File: config.mk
export PLATFORM = sky130hd
export DESIGN_NAME = hp35_display_scan
export DESIGN_NICKNAME = d
export VERILOG_FILES = /design/src/rtl/hp35_pkg.sv /design/src/rtl/hp35_seg_decode.sv /design/src/rtl/hp35_display_scan.sv
export SDC_FILE = /design/constraint.sdc
export NUM_CORES = 1
export LEC_CHECK = 0
export ABC_AREA = 1
export CORE_MARGIN = 2
export CORE_UTILIZATION = 40
export DETAILED_ROUTE_END_ITERATION = 6
export GPL_TIMING_DRIVEN = 0
export PLACE_DENSITY = 0.63
export SYNTH_ARGS = -nofsm -noshare
export SYNTH_HDL_FRONTEND = slang
export SYNTH_SLANG_ARGS = --single-unit
File: constraint.sdc
create_clock -name PHI2 -period 5.52 [get_ports PHI2]
set_clock_uncertainty 0.05 [all_clocks]
set_input_delay 1.104 -clock PHI2 [delete_from_list [all_inputs] [get_ports PHI2]]
set_output_delay 1.104 -clock PHI2 [all_outputs]
set_load 0.01 [all_outputs]
File: src/rtl/hp35_pkg.sv
// Shared types and constants for the HP-35 display capture/scan block.
// Pure definitions: no logic, no latency, no flow control.
package hp35_pkg;

  localparam int NDIG_DEF     = 14;
  localparam int BITS_PER_DIG = 4;

  localparam logic [3:0] CODE_MINUS = 4'hE;
  localparam logic [3:0] CODE_BLANK = 4'hF;

  typedef enum logic {
    ST_IDLE = 1'b0,
    ST_CAPT = 1'b1
  } capt_state_t;

  // Bit order matches the DD bus: [4] decimal point, [3:0] digit code.
  typedef struct packed {
    logic       dp;
    logic [3:0] code;
  } digit_t;

  localparam digit_t DIGIT_BLANK = '{dp: 1'b0, code: CODE_BLANK};

  function automatic logic [7:0] raw_seg(input digit_t d);
    return {d.dp, 3'b000, d.code};
  endfunction

endpackage

File: src/rtl/hp35_seg_decode.sv
// Combinational digit code + dp to {dp,g,f,e,d,c,b,a}; zero latency, no flow control.
// 0-9 decimal glyphs, CODE_MINUS lights g only, every other code is blank.
module hp35_seg_decode
  import hp35_pkg::*;
(
  input  digit_t     i_dig,
  output logic [7:0] o_seg
);

  logic [6:0] w_glyph;

  always_comb begin
    w_glyph = 7'h00;
    case (i_dig.code)
      4'h0:       w_glyph = 7'h3F;
      4'h1:       w_glyph = 7'h06;
      4'h2:       w_glyph = 7'h5B;
      4'h3:       w_glyph = 7'h4F;
      4'h4:       w_glyph = 7'h66;
      4'h5:       w_glyph = 7'h6D;
      4'h6:       w_glyph = 7'h7D;
      4'h7:       w_glyph = 7'h07;
      4'h8:       w_glyph = 7'h7F;
      4'h9:       w_glyph = 7'h6F;
      CODE_MINUS: w_glyph = 7'h40;
      default:    w_glyph = 7'h00;
    endcase
  end

  assign o_seg = {i_dig.dp, w_glyph};

endmodule

File: src/rtl/hp35_display_scan.sv
// Captures ARC display words into a frame buffer and multiplexes them; seg/dig_sel lag the scan index by 1 cycle, no backpressure.
// HP35_DISP_7SEG_EN selects decoded segments; otherwise seg carries {dp,000,raw code}.
module hp35_display_scan
  import hp35_pkg::*;
#(
  parameter int SCAN_DIV = 64,
  parameter int NDIG     = NDIG_DEF
) (
  input  logic       PHI2,
  input  logic       PWO_N,
  input  logic [4:0] DD,
  input  logic       START,
  output logic [3:0] dig_sel,
  output logic [7:0] seg,
  output logic       frame_valid,
  output logic [5:0] dbg_capt_cnt
);

  localparam int BIT_W = $clog2(BITS_PER_DIG * NDIG + 1);
  localparam int PRE_W = $clog2(SCAN_DIV);

  localparam logic [BIT_W-1:0] BIT_COMMIT = BIT_W'(BITS_PER_DIG * NDIG);
  localparam logic [PRE_W-1:0] PRE_MAX    = PRE_W'(SCAN_DIV - 1);
  localparam logic [3:0]       DIG_MAX    = 4'(NDIG - 1);

  logic [1:0]       r_rst_sync;
  logic             w_rst_n;

  capt_state_t      r_state;
  logic [BIT_W-1:0] r_bit_cnt;
  logic [5:0]       r_capt_cnt;
  digit_t           r_shadow [NDIG];
  digit_t           r_frame  [NDIG];
  logic             r_frame_valid;

  logic [PRE_W-1:0] r_pre;
  logic [3:0]       r_scan_idx;
  logic [3:0]       r_dig_sel;
  logic [7:0]       r_seg;

  logic             w_sample;
  logic             w_commit;
  digit_t           w_cur;
  logic [7:0]       w_seg_dec;

  // Assert asynchronously, release two PHI2 edges after PWO_N rises.
  always_ff @(posedge PHI2 or negedge PWO_N) begin
    if (!PWO_N) begin
      r_rst_sync <= 2'b00;
    end else begin
      r_rst_sync <= {r_rst_sync[0], 1'b1};
    end
  end

  assign w_rst_n = r_rst_sync[1];

  assign w_sample = (r_state == ST_CAPT) && (r_bit_cnt[1:0] == 2'b11) &&
                    (r_bit_cnt < BIT_COMMIT);
  assign w_commit = (r_state == ST_CAPT) && (r_bit_cnt == BIT_COMMIT);

  // A restart leaves stale shadow slots in place: a new word rewrites every
  // slot before it can reach the commit point, so they are never exposed.
  always_ff @(posedge PHI2 or negedge w_rst_n) begin
    if (!w_rst_n) begin
      r_state       <= ST_IDLE;
      r_bit_cnt     <= '0;
      r_capt_cnt    <= '0;
      r_frame_valid <= 1'b0;
      for (int k = 0; k < NDIG; k++) begin
        r_shadow[k] <= DIGIT_BLANK;
        r_frame[k]  <= DIGIT_BLANK;
      end
    end else begin
      for (int k = 0; k < NDIG; k++) begin
        if (w_sample && (r_bit_cnt == BIT_W'(BITS_PER_DIG * k + 3))) begin
          r_shadow[k] <= digit_t'(DD);
        end
        if (w_commit) begin
          r_frame[k] <= r_shadow[k];
        end
      end
      if (w_commit) begin
        r_frame_valid <= 1'b1;
      end
      if (w_sample) begin
        r_capt_cnt <= r_capt_cnt + 6'd1;
      end

      case (r_state)
        ST_IDLE: begin
          if (START) begin
            r_state    <= ST_CAPT;
            r_bit_cnt  <= '0;
            r_capt_cnt <= '0;
          end
        end
        ST_CAPT: begin
          if (START) begin
            r_bit_cnt  <= '0;
            r_capt_cnt <= '0;
          end else if (w_commit) begin
            r_state    <= ST_IDLE;
            r_bit_cnt  <= '0;
            r_capt_cnt <= '0;
          end else begin
            r_bit_cnt <= r_bit_cnt + 1'b1;
          end
        end
        default: begin
          r_state <= ST_IDLE;
        end
      endcase
    end
  end

  assign w_cur = r_frame[r_scan_idx];

`ifdef HP35_DISP_7SEG_EN
  hp35_seg_decode u_seg_decode (
    .i_dig (w_cur),
    .o_seg (w_seg_dec)
  );
`else
  assign w_seg_dec = raw_seg(w_cur);
`endif

  // dig_sel is re-registered next to seg so both outputs move on one edge.
  always_ff @(posedge PHI2 or negedge w_rst_n) begin
    if (!w_rst_n) begin
      r_pre      <= '0;
      r_scan_idx <= '0;
      r_dig_sel  <= '0;
      r_seg      <= '0;
    end else begin
      if (r_pre == PRE_MAX) begin
        r_pre      <= '0;
        r_scan_idx <= (r_scan_idx == DIG_MAX) ? 4'd0 : r_scan_idx + 4'd1;
      end else begin
        r_pre <= r_pre + 1'b1;
      end
      r_dig_sel <= r_scan_idx;
      r_seg     <= r_frame_valid ? w_seg_dec : 8'h00;
    end
  end

  assign dig_sel      = r_dig_sel;
  assign seg          = r_seg;
  assign frame_valid  = r_frame_valid;
  assign dbg_capt_cnt = r_capt_cnt;

endmodule

# Word-level counts from Yosys, hierarchy flattened
# Index checks and enable logic that the tools add are counted.
[word_totals] ff_bits=178 input_bits=8 wordCells=128
[classes] addsub=4 n_lt_le_gt_ge=2 n_eq_ne=19 mux=19 bitwise_logic=2 reduce_logical=17
[ops] cell="equality test 6 bit (second input constant)" n=8
[ops] cell="two-way mux 6 bit" n=8
[ops] cell="equality test 6 x 5 -> 1 bit (second input constant)" n=4
[ops] cell="one-hot mux 6 bit (2 select lines)" n=2
[ops] cell="binary-select mux 5 bit (select 4 bit)" n=1
[ops] cell="adder 6 x 1 -> 6 bit (second input constant)" n=3
[ops] cell="logical AND 1 bit" n=17
[ops] cell="equality test 6 x 4 -> 1 bit (second input constant)" n=2
[ops] cell="two-way mux 5 bit" n=2
[ops] cell="two-way mux 8 bit" n=1
[ops] cell="equality test 6 x 2 -> 1 bit (second input constant)" n=1
[ops] cell="equality test 6 x 3 -> 1 bit (second input constant)" n=1
[ops] cell="less-than comparator 6 bit (second input constant)" n=1
[ops] cell="greater-or-equal comparator 5 bit (second input constant)" n=1
[ops] cell="inverter 4 -> 5 bit" n=1
[ops] cell="adder 4 x 1 -> 4 bit (second input constant)" n=1
[ops] cell="equality test 4 bit (second input constant)" n=1
[ops] cell="two-way mux 4 bit" n=1
[ops] cell="two-way mux 1 bit" n=3
[ops] cell="equality test 2 bit (second input constant)" n=1
[ops] cell="inequality test 2 bit (second input constant)" n=1
[ops] cell="one-hot mux 1 bit (2 select lines)" n=1
[ops] cell="inverter 1 bit" n=1

# Logic depth before layout (Yosys ltp)
[logic_depth] word_depth=7 mapped_depth=10 ltp_nobuf=9

# Least setup slack after synthesis
# OpenSTA, ideal clock, no wires.
[synth_timing] kind="input-to-reg" startpoint="input port DD[4]" endpoint="register r_shadow[24] in the netlist's numbering" setup_time_ns=0.133 t_arrival_ns=1.501 path_slack_ns=3.836 cell_stages=3 path_cell_list="inv_1 > clkbuf_1 > o21ai_0"
[synth_lines] element="start, declared" line="hp35_display_scan.sv:11" rtl="input logic [4:0] DD,"
[synth_lines] element="end signal, assigned by index" line="hp35_display_scan.sv:76" rtl="r_shadow[k] <= digit_t'(DD);"
[synth_lines] element="end, declared" line="hp35_display_scan.sv:32" rtl="digit_t r_shadow [NDIG];"
# No word-level cell between the ends.

# Worst setup path in the final report
[layout_timing] startpoint="register r_frame_valid, in the netlist frame_valid" endpoint="output port frame_valid"
[layout_lines] element="start, declared" line="hp35_display_scan.sv:34" rtl="logic r_frame_valid;"
[layout_lines] element="start signal, assigned" line="hp35_display_scan.sv:68" rtl="r_frame_valid <= 1'b0;"
[layout_lines] element="start signal, assigned" line="hp35_display_scan.sv:83" rtl="r_frame_valid <= 1'b1;"
[layout_lines] element="end, declared" line="hp35_display_scan.sv:15" rtl="output logic frame_valid,"
# No word-level cell between the ends.

==> results.md <==
- Share of cells above drive strength 1: 23.94%
- IO Port Bufs: 23
- All-Layer GR Usage: 18.48%
- Dpl cells: 1173
- Reg2Reg Depth: 6
- Layout Cells excl Fill: 1205
- Drt initial violations: 339
- Pin count of the biggest net entering global routing: 71
- Max-cap violations: 0
- CTS tree: done
- Mapped cell area: 7868 µm²
- Post-cts hold buffer count: 0
- Clk pin slew, worst setup/hold paths: 0.07 ns
- Minimum clock period: 2.602 ns
- H-tree Lvls: 4
- Synth Warn #: 0
- Hold WS: 0.2546 ns
- CP max-delay cell: clkdlybuf4s50_1
- Chip width: 144.2 µm
- Worst-Margin Slew: 0.9012 ns
- Hold Path Class: flip-flop to async pin
- #FFs+latches synth: 175
- Full die area: 20810 µm²
- Overall power consumption: 0.002678 W
- Placement Setup Slack: 2.789 ns
- CTS root buf: clkbuf_16
- Core Region: 19400 µm²
- Setup WS post-layout: 2.918 ns
- Post-synth EDFFs: 0
- I/O pin total: 27
- Crit start category: flip-flop
- Vias in the first global route: 5525
- Num CTS Buffers: 17
- Most common cell after layout, fill and taps aside: nand2_1
- Final hold violations: 0
- Synth Area per Inst: 8.930 µm²
- Worst path cell trace: clkdlybuf4s50_1
- Final nets: 939
- DRC viols: 0
- Slew Limit Headroom: 39.92%
- Sequential share of the synthesized area: 57.44%
- Initial Util: 40.56%
- Post-synth top flop: dfstp_2
- Via Count: 5713
- Post-Synthesis Cells: 881
- Die height: 144.2 µm
- CTS-repair resized insts: 0
- RSZ-0062 raised after global routing: false
- # fillers: 1892
- Most frequent cells in the layout: nand2_1 (260), dfstp_2 (112), inv_1 (101)
- CP Class: flip-flop to output pin
- Period Utilization, post-route: 47.13%
- Netlist cell types: 36
- GR Overflow Total: 0
- Via density: 4.741
- Outcome: finished, final reports clean
- GPL Wtd Cong: 0.8095
- VDD IR max: 209.2 µV
- Critical path fanouts, max: 7
- Pins Over Slew Limit: 0
- Post-CTS Setup Inserts: 0
- CP max stage delay: 0.57 ns
- Leakage: 4.735 nW
- Crit path capture type: output pin
- Final HPWL from detailed placement: 12110 µm
- Area delta synth->final: 15.90%
- Setup violators final: 0
- CP arrival: 1.45 ns
- Cell Pwr Density: 293.7 nW/µm²
- Footprint of the multi-input gates: 2726 µm²
- Final wirelength: 17660 µm
- FFs w/ async S/R, synth: 100.0%
- Clk Latency, worst-skew pair: 0.43 ns
- Row count: 51
- Worst path bufs/invs: 1
- Initial antenna violation count: 0
- Critical Path RT: 4.37 ns
- Number of antenna diodes: 0
- Critical path depth: 1
- Final ANT Viol Nets: 0
- Max Buffers Root-to-Sink: 2
- Clock sink total: 175
- Achievable frequency: 384.4 MHz
- Worst path top cell family by delay: buffers and inverters
- Sequential Area: 4523 µm²
- Routed length per instance: 14.66 µm
- Number of iterations in the first detailed-routing pass: 7
- First-pass GRT wire length: 29040 µm
## sequential cells by signal (all words and copies together), names as in the netlist
register,cells
seg,5
r_scan_idx,4
dig_sel,4
r_pre,6
r_bit_cnt,6
r_rst_sync,2
r_shadow,70
frame_valid,1
dbg_capt_cnt,6
r_state,1
r_frame,70
## synthesized netlist by cell type (2+ instances only)
library cell | instances | area (µm²)
a21oi_1 | 7 | 35.03
a21oi_2 | 29 | 254.0
buf_2 | 10 | 50.05
buf_4 | 3 | 22.52
buf_6 | 8 | 90.09
clkbuf_1 | 17 | 63.81
conb_1 | 2 | 7.510
dfrtp_1 | 63 | 1577
dfstp_2 | 112 | 2943
ha_1 | 4 | 50.05
inv_1 | 101 | 379.1
inv_2 | 4 | 15.01
nand2_1 | 260 | 975.9
nand2_2 | 13 | 81.33
nand2_4 | 2 | 22.52
nand3_1 | 36 | 180.2
nand4_1 | 5 | 31.28
nand4_4 | 2 | 42.54
nor2_1 | 56 | 210.2
nor2_2 | 2 | 12.51
nor2_4 | 2 | 22.52
nor3_1 | 2 | 10.01
nor3_4 | 3 | 48.80
o21ai_0 | 77 | 385.4
o21ai_1 | 43 | 215.2
o22ai_1 | 3 | 18.77
xnor2_1 | 2 | 17.52
xor2_1 | 5 | 43.79
## metrics by stage
stage,cell area (µm²),utilization [%],setup TNS (ns)
after floorplan,7875,-,0
after global placement,8437,43.49,-105.55
after detailed placement,8496,43.80,0
after CTS,9119,47.01,0
after global routing,9119,47.01,0
final,9119,47.01,0
## kinds of logic after synthesis
kind of cell               share of synthesized area, %
and+or+nand+nor                                   21.23
DFF                                               57.44
AOI/OAI and AO/OA                                 11.82
buffers and inverters                             7.999
xor gates and xnor gates                         0.7793
adders and majority gates                        0.6362
other                                           0.09546
## power breakdown
group	total [W]	internal, W	switching, W
Clock	0.00125	0.000756	0.000498
Combinational	0.0000867	0.0000284	0.0000584
Sequential	0.00134	0.00132	0.0000185
Total	0.00268	0.00210	0.000575
## cell type report
cell class / count / area share, %
multi-input combinational: 563 / 29.90
clock inverter: 8 / 1.084
buffer: 39 / 2.525
tap: 265 / 3.636
timing repair buffer: 25 / 3.128
clock buffer: 24 / 5.749
inverter: 106 / 4.377
sequential: 175 / 49.60
## routing by layer
| layer | GRT usage, % | routed length, µm |
|---|---|---|
| met5 | 0 | 0 |
| met4 | 7.511 | 441 |
| met3 | 3.907 | 668 |
| met2 | 29.67 | 8330 |
| met1 | 24.53 | 8222 |
## path summary, 6_finish.rpt
check,slack (ns),end,startpoint
hold reg to reg,0.25,r_shadow[39],r_rst_sync[1]
setup / recovery,2.92,frame_valid,frame_valid
hold / removal,0.25,r_shadow[39],r_rst_sync[1]
min in group PHI2,0.30,r_rst_sync[1],r_rst_sync[0]
setup reg to reg,3.64,r_shadow[54],r_bit_cnt[0]
max in group asynchronous,4.06,r_shadow[28],r_rst_sync[1]
Note: power is estimated with default switching activity, not from simulation.
